## config.mk

```make
export PLATFORM = sky130hd
export DESIGN_NAME = ws2812b_rx
export DESIGN_NICKNAME = d
export VERILOG_FILES = /design/src/rtl/ws2812b_rx.sv
export SDC_FILE = /design/constraint.sdc
export NUM_CORES = 1
export LEC_CHECK = 0
export ABC_AREA = 1
export CAP_MARGIN = 15
export CORE_UTILIZATION = 58
export CTS_BUF_LIST = sky130_fd_sc_hd__clkbuf_8
export CTS_CLUSTER_SIZE = 20
export DETAILED_ROUTE_END_ITERATION = 6
export GPL_ROUTABILITY_DRIVEN = 0
export PLACE_DENSITY_LB_ADDON = 0.1
export SYNTH_ARGS = -nofsm -noshare
export SYNTH_HDL_FRONTEND = slang
export SYNTH_SLANG_ARGS = --single-unit
```

## constraint.sdc

```tcl
create_clock -name i_clk -period 4.4 [get_ports i_clk]
set_input_delay 0.66 -clock i_clk [delete_from_list [all_inputs] [get_ports i_clk]]
set_output_delay 0.66 -clock i_clk [all_outputs]
set_load 0.03 [all_outputs]
```

## src/rtl/ws2812b_rx.sv

```systemverilog
// WS2812B single-wire NRZ receiver: decodes pulse widths into 24-bit pixels.
// Define WS2812B_RX_FWD_EN to forward the line after the first pixel of a frame.
module ws2812b_rx #(
    parameter int T_THRESH   = 17,
    parameter int T_MIN_HIGH = 4,
    parameter int T_MAX_HIGH = 48,
    parameter int T_RESET    = 200,
    parameter int CNT_W      = 8
) (
    input  logic       i_clk,
    input  logic       i_rst,
    input  logic       i_data,
    output logic       o_valid,
    output logic [7:0] o_red,
    output logic [7:0] o_green,
    output logic [7:0] o_blue,
    output logic       o_err,
    output logic       o_busy,
    output logic       o_dout
);

    localparam logic [CNT_W:0]   W_MIN = (CNT_W+1)'(T_MIN_HIGH);
    localparam logic [CNT_W:0]   W_MAX = (CNT_W+1)'(T_MAX_HIGH);
    localparam logic [CNT_W:0]   W_TH  = (CNT_W+1)'(T_THRESH);
    localparam logic [CNT_W-1:0] L_END = CNT_W'(T_RESET - 1);

    typedef enum logic [1:0] {
        S_IDLE,
        S_HIGH,
        S_LOW,
        S_FWD
    } state_t;

    state_t             r_state, n_state;
    logic               r_s1, r_s2, r_s3;
    logic [CNT_W-1:0]   r_hcnt, n_hcnt;
    logic [CNT_W-1:0]   r_lcnt, n_lcnt;
    logic [4:0]         r_idx, n_idx;
    logic [23:0]        r_color, n_color;
    logic               n_valid, n_err;

    logic               w_rise, w_fall;
    logic [CNT_W:0]     w_width;
    logic [CNT_W-1:0]   w_hinc, w_linc;

    assign w_rise  = r_s2 & ~r_s3;
    assign w_fall  = ~r_s2 & r_s3;
    // hcnt is cleared on the rising cycle, so the width includes that cycle
    assign w_width = {1'b0, r_hcnt} + (CNT_W+1)'(1);
    assign w_hinc  = (&r_hcnt) ? r_hcnt : r_hcnt + CNT_W'(1);
    assign w_linc  = (&r_lcnt) ? r_lcnt : r_lcnt + CNT_W'(1);
    assign o_busy  = (r_idx != 5'd0) | r_s2;

    always_comb begin
        n_state = r_state;
        n_hcnt  = r_hcnt;
        n_lcnt  = r_lcnt;
        n_idx   = r_idx;
        n_color = r_color;
        n_valid = 1'b0;
        n_err   = 1'b0;
        unique case (r_state)
            S_IDLE: begin
                if (w_rise) begin
                    n_state = S_HIGH;
                    n_hcnt  = '0;
                end
            end
            S_HIGH: begin
                if (w_fall) begin
                    n_state = S_LOW;
                    n_lcnt  = '0;
                    if (w_width > W_MAX) begin
                        n_err = 1'b1;
                    end else if (w_width >= W_MIN) begin
                        n_color[r_idx] = (w_width >= W_TH);
                        if (r_idx == 5'd23) begin
                            n_idx   = 5'd0;
                            n_valid = 1'b1;
`ifdef WS2812B_RX_FWD_EN
                            n_state = S_FWD;
`endif
                        end else begin
                            n_idx = r_idx + 5'd1;
                        end
                    end
                end else begin
                    n_hcnt = w_hinc;
                end
            end
            S_LOW: begin
                if (w_rise) begin
                    n_state = S_HIGH;
                    n_hcnt  = '0;
                end else if (r_lcnt >= L_END) begin
                    n_state = S_IDLE;
                    n_err   = (r_idx != 5'd0);
                    n_idx   = 5'd0;
                end else begin
                    n_lcnt = w_linc;
                end
            end
`ifdef WS2812B_RX_FWD_EN
            S_FWD: begin
                if (r_s2) begin
                    n_lcnt = '0;
                end else if (r_lcnt >= L_END) begin
                    n_state = S_IDLE;
                end else begin
                    n_lcnt = w_linc;
                end
            end
`endif
            default: n_state = S_IDLE;
        endcase
    end

    always_ff @(posedge i_clk or posedge i_rst) begin
        if (i_rst) begin
            r_s1    <= 1'b0;
            r_s2    <= 1'b0;
            r_s3    <= 1'b0;
            r_state <= S_IDLE;
            r_hcnt  <= '0;
            r_lcnt  <= '0;
            r_idx   <= 5'd0;
            r_color <= 24'd0;
            o_valid <= 1'b0;
            o_err   <= 1'b0;
            o_red   <= 8'd0;
            o_green <= 8'd0;
            o_blue  <= 8'd0;
        end else begin
            r_s1    <= i_data;
            r_s2    <= r_s1;
            r_s3    <= r_s2;
            r_state <= n_state;
            r_hcnt  <= n_hcnt;
            r_lcnt  <= n_lcnt;
            r_idx   <= n_idx;
            r_color <= n_color;
            o_valid <= n_valid;
            o_err   <= n_err;
            if (n_valid) begin
                o_red   <= n_color[7:0];
                o_green <= n_color[15:8];
                o_blue  <= n_color[23:16];
            end
        end
    end

`ifdef WS2812B_RX_FWD_EN
    logic r_dout;

    always_ff @(posedge i_clk or posedge i_rst) begin
        if (i_rst) begin
            r_dout <= 1'b0;
        end else begin
            r_dout <= (r_state == S_FWD) ? r_s3 : 1'b0;
        end
    end

    assign o_dout = r_dout;
`else
    assign o_dout = 1'b0;
`endif

endmodule

```

Yosys cells after proc, flatten, opt, wreduce, memory -nomap -nowiden
Index checks and enable logic that the tools add are counted.
Widths: inputs -> output; s select.
{ "classes": {"n_addsub": 4, "bitwise": 5, "muxes": 38, "eq_ne": 15, "magnitude_cmp": 6, "n_reduce_logical": 12} }
{ "op_table": {"columns": ["op", "n"], "rows": [
  ["$mux 24", 4],
  ["$mux 8", 7],
  ["$pmux 8 s2", 2],
  ["$mux 5", 6],
  ["$bwmux 24", 1],
  ["$ne 2x2->1 const B", 10],
  ["$add 8x1->8 const B", 2],
  ["$reduce_and 8->1", 2],
  ["$mux 1", 10],
  ["$pmux 5 s2", 1],
  ["$add 8x1->9 const B", 1],
  ["$ge 9x3->1 const B", 1],
  ["$ge 9x5->1 const B", 1],
  ["$gt 9x6->1 const B", 1],
  ["$ge 8x8->1 const B", 1],
  ["$mux 2", 4],
  ["$lt 5x6->1 const B", 1],
  ["$pmux 2 s3", 1],
  ["$reduce_and 6->1", 1],
  ["$add 5x1->5 const B", 1],
  ["$demux 1 s5", 1],
  ["$eq 5x5->1 const B", 1],
  ["$ge 5x1->1 const B", 1],
  ["$reduce_and 5->1", 1],
  ["15 further kinds", 18]
]} }
{ "word_totals": {"reg_bits": 76, "output_inout_bits": 28} }

Logic depth before layout (Yosys ltp)
{ "logic_depth": {"word_depth": 9, "ltp_mapped": 15, "depth_no_buf": 15} }

Worst setup path after synthesis
No wires, ideal clock.
{ "synth_timing": {"kind": "register to register", "startpoint": "reg r_hcnt[0]", "endpoint": "reg o_red[0]", "n_path_buf": 2, "synth_period_minus_slack_ns": 2.067, "setup_time_ns": 0.118, "t_arrival_ns": 1.949, "stages_incl_launch_ff": 11, "setup_slack_ns": 2.333, "path_cell_list": "dfrtp_1 inv_1 ha_1 or3_1 o21ai_0 and2_1 buf_2 buf_2 nand4_1 nand3_1 nand2_1"} }
{ "synth_between": {"elab_chain_len": 7, "elab_cells_between_ends": 13, "cone_classes": "1 x add/sub; 3 x order compare; 9 x mux"} }
{ "synth_lines": {"columns": ["element", "line_no", "text"], "rows": [
  ["start: declaration", "36", "logic [CNT_W-1:0] r_hcnt, n_hcnt;"],
  ["start signal: assignment", "138", "r_hcnt <= n_hcnt;"],
  ["$add 8x1->9 (*)", "49", "assign w_width = {1'b0, r_hcnt} + (CNT_W+1)'(1);"],
  ["$ge 9x5->1", "76", "n_color[r_idx] = (w_width >= W_TH);"],
  ["$bwmux 24", "76", null],
  ["$mux 24", "75", "end else if (w_width >= W_MIN) begin"],
  ["$mux 24", "73", "if (w_width > W_MAX) begin"],
  ["$mux 24", "70", "if (w_fall) begin"],
  ["$mux 24", "62", "unique case (r_state)"],
  ["end signal: assignment", "145", "o_red <= n_color[7:0];"],
  ["end: declaration", "14", "output logic [7:0] o_red,"]
]} }
Mark *: on every way between the ends. The rest lies on a longest branch, timed or not.
A chain may end at the register's enable or synchronous reset.

Final worst setup path
{ "layout_timing": {"startpoint": "reg r_idx[0]", "endpoint": "out o_busy"} }
{ "layout_between": {"elab_chain_len": 2} }
{ "layout_lines": {"columns": ["element", "line_no", "text"], "rows": [
  ["start: declaration", "38", "logic [4:0] r_idx, n_idx;"],
  ["start signal: assignment", "140", "r_idx <= n_idx;"],
  ["$reduce_bool 5->1", "52", "assign o_busy = (r_idx != 5'd0) | r_s2;"],
  ["$or 1x1->1", "52", null],
  ["end: declaration", "18", "output logic o_busy,"]
]} }
No other way between the ends.

==> flow_summary.toml <==
[final_layout]
syn_to_final_growth_pct = 13.17
fillers = 562
final_nets = 594
drive_gt1_share_pct = 4.460
finalInstanceArea_sq_um = 4623
final_cell_mix = "154 x nand2_1, 99 x inv_1, 75 x dfrtp_1"
layout_commonest_cell = "nand2_1"
diodes = 0

[routing]
post-route-drc-count = 0
vias = 3531
drtIter0Drc = 207
avgRoutedWirePerCell_microns = 12.26
firstDrtPassIters = 5
antenna_left = 0
drt_wl_total_mm = 8.322
avgViaCountPerCell = 5.200

[synth]
syn-num-nets = 565
synth_area_sq_um = 4085
synth_compound_area_share_pct = 5.544
ys_types = 33
muxShareOfSynthArea_pct = 0
synth_top_family_by_area = "simple AND/OR/NAND/NOR gates"
synth_edf_count = 0
avgSynthCellArea_sq_um = 7.441
ys_seq_area_share_pct = 45.94
synth_largest_area_cell = "dfrtp_1"
synth_area_leaders = "dfrtp_1 46%, nand2_1 14%, inv_1 9.1%"
yosys.area_share.xor_xnor_pct = 0
synthFlopType = "dfrtp_1"
async_flop_share_pct = 100.0
synth_top_cell_area_share_pct = 45.94
synth-simple-area-share_pct = 33.29
synth-seq-cells = 75
ys_warn_count = 0
synthAdderAreaFrac_pct = 3.982
syn_inst = 549

[clock_network]
clock_sinks = 75
cts_made_buffers = 9
cts_tree = "done"
cts_hold_buffers = 0
clockBufferDepth = 2
cts.reportedPaths.clkPinSlew_ns = 0.08
clk_latency_ns = 0.36
ctsResizeCount = 0
cts-root-buf = "clkbuf_8"
htreeDepth = 3
postCtsSetupRepairBufs = 0

[timing]
finalClockSkew_ns = 0.006453
setup_ws_ns = 1.582
finalMaxSlewViolations = 0
setup_tns_ns = 0
min_period_ns = 2.818
max_freq_ghz = 0.3548
setup_violations = 0
rsz0062_at_grt = "no"
period_share_pct = 64.05
worst_slew_pin_slew_ns = 1.132
hold_viol_final = 0
max-slew-margin-rel_pct = 24.15

[hold_path]
hp-class = "flop to flop"
hp-start = "r_s1$_DFF_PP0_"

[run_status]
status = "completed"

[critical_path]
critPathCaptureType = "output pin"
cp_common_cell = "inv_1"
critPathBufInv = 3
cp_data_required_time_ns = 3.74
critPathSlowestCell = "clkdlybuf4s50_1"
critical_path.top_delay_family = "buffers and inverters"
cp_max_fo = 4
crit_path_start = "r_idx[0]$_DFFE_PP0P_"
cp_data_arrival_time_ns = 2.16
cp_slowest_stage_delay_ns = 0.60
cp-start-kind = "flop"
regToRegStartpoint = "r_hcnt[1]$_DFFE_PP0P_"
cp_cell_sequence = "inv_1 > ha_1 > inv_1 > nor2_1 > nand2_1 > clkdlybuf4s50_1"
worstSetupPathType = "flop to output pin"

[floorplan]
die_w_microns = 85.93
initial_core_util_pct = 60.13
io_pins = 31
core_area_sq_um = 6794
die_y_microns = 85.93
die_area_sq_um = 7383
core.rowCount = 30

[grt]
grt_pass1_wl_mm = 14.16
overflow = 0
antenna_found_initial = 0
grt_use_total_pct = 24.36
grt_pass1_vias = 3240
grt_max_degree = 39

[power_and_ir_drop]
power_density_nw_per_um2 = 394.9
peakVddDrop_v = 0.0002946
power_leakage_nw = 2.457

[place]
placed_area_sq_um = 4431
post-dp-hpwl_mm = 5.959
pre_cts_ws_ns = 1.638
port_buffers = 29

[run]
cap_violations = 0
[state kept, by name, summed over array words and instances (netlist names)]
register and flops:
r_color 23, o_blue 8, o_green 8, o_red 8, r_hcnt 8, r_lcnt 8
r_idx 5, r_state 2, o_err 1, o_valid 1, r_s1 1, r_s2 1
r_s3 1
[path summary, 6_finish.rpt]
path	slack, ns	endpoint	cells past startpoint
setup / recovery	1.58	o_busy	6
hold / removal	0.36	r_s2$_DFF_PP0_	0
setup reg to reg	1.63	o_blue[4]$_DFFE_PP0P_	15
hold reg to reg	0.36	r_s2$_DFF_PP0_	0
max in group asynchronous	2.66	r_color[9]$_DFF_PP0_	3
min in group asynchronous	0.75	r_hcnt[4]$_DFFE_PP0P_	2
[where the power goes]
group,leakage (nW),internal (mW),switching (mW)
Combinational,1.32,0.136,0.370
Clock,0.101,0.261,0.261
Sequential,1.03,0.744,0.0544
[cells by family (layout without fill, tap and decap cells)]
family	Yosys count	count (layout)
AO/OA/AOI/OAI	42	42
adder cells (fa/ha/maj)	13	13
buffers and inverters	113	147
flip-flops	75	75
other	1	1
AND/OR/NAND/NOR	305	305
[metrics by stage]
| step | hold WS [ns] | utilization (%) | power (mW) | std cells |
|---|---|---|---|---|
| 2_1_floorplan | 0.3312 | - | 1.184 | 549 |
| 3_3_place_gp | 0.3349 | 65.21 | 1.290 | 663 |
| 3_5_place_dp | 0.3450 | 65.21 | 1.312 | 663 |
| 5_1_grt | 0.3744 | 68.05 | 1.939 | 679 |
| 6_report | 0.3563 | 68.05 | 1.826 | 679 |
| 4_1_cts | 0.3667 | 68.05 | 1.837 | 679 |
[cells in the mapped netlist, types with 2 or more instances]
master and instances:
nand3_1 67, nand2_1 154, clkbuf_1 4, nand4_1 25, dfrtp_1 75, nor2_1 41
nor4_1 2, buf_6 2, buf_4 3, nor3_1 5, o21ai_0 27, o21a_1 2
a21oi_1 8, inv_1 99, nor2_4 2, buf_2 4, ha_1 13
[metal layers]
layer  global-route usage, %  part of all wire, %
met2                   39.90                   48
met4                   8.182                  1.3
met3                   6.352                  4.5
met1                   31.49                   47
met5                       0                    0
[area by class of cell]
type,count,area (sq um),area share (%)
Clock buffer,9,123.9,2.679
Clock inverter,7,68.82,1.488
Inverter,100,375.4,8.119
Multi-Input combinational cell,361,1753,37.92
Sequential cell,75,1877,40.60
Tap cell,96,120.1,2.598
Timing Repair Buffer,31,305.3,6.604
(Power assumes the default switching activity.)
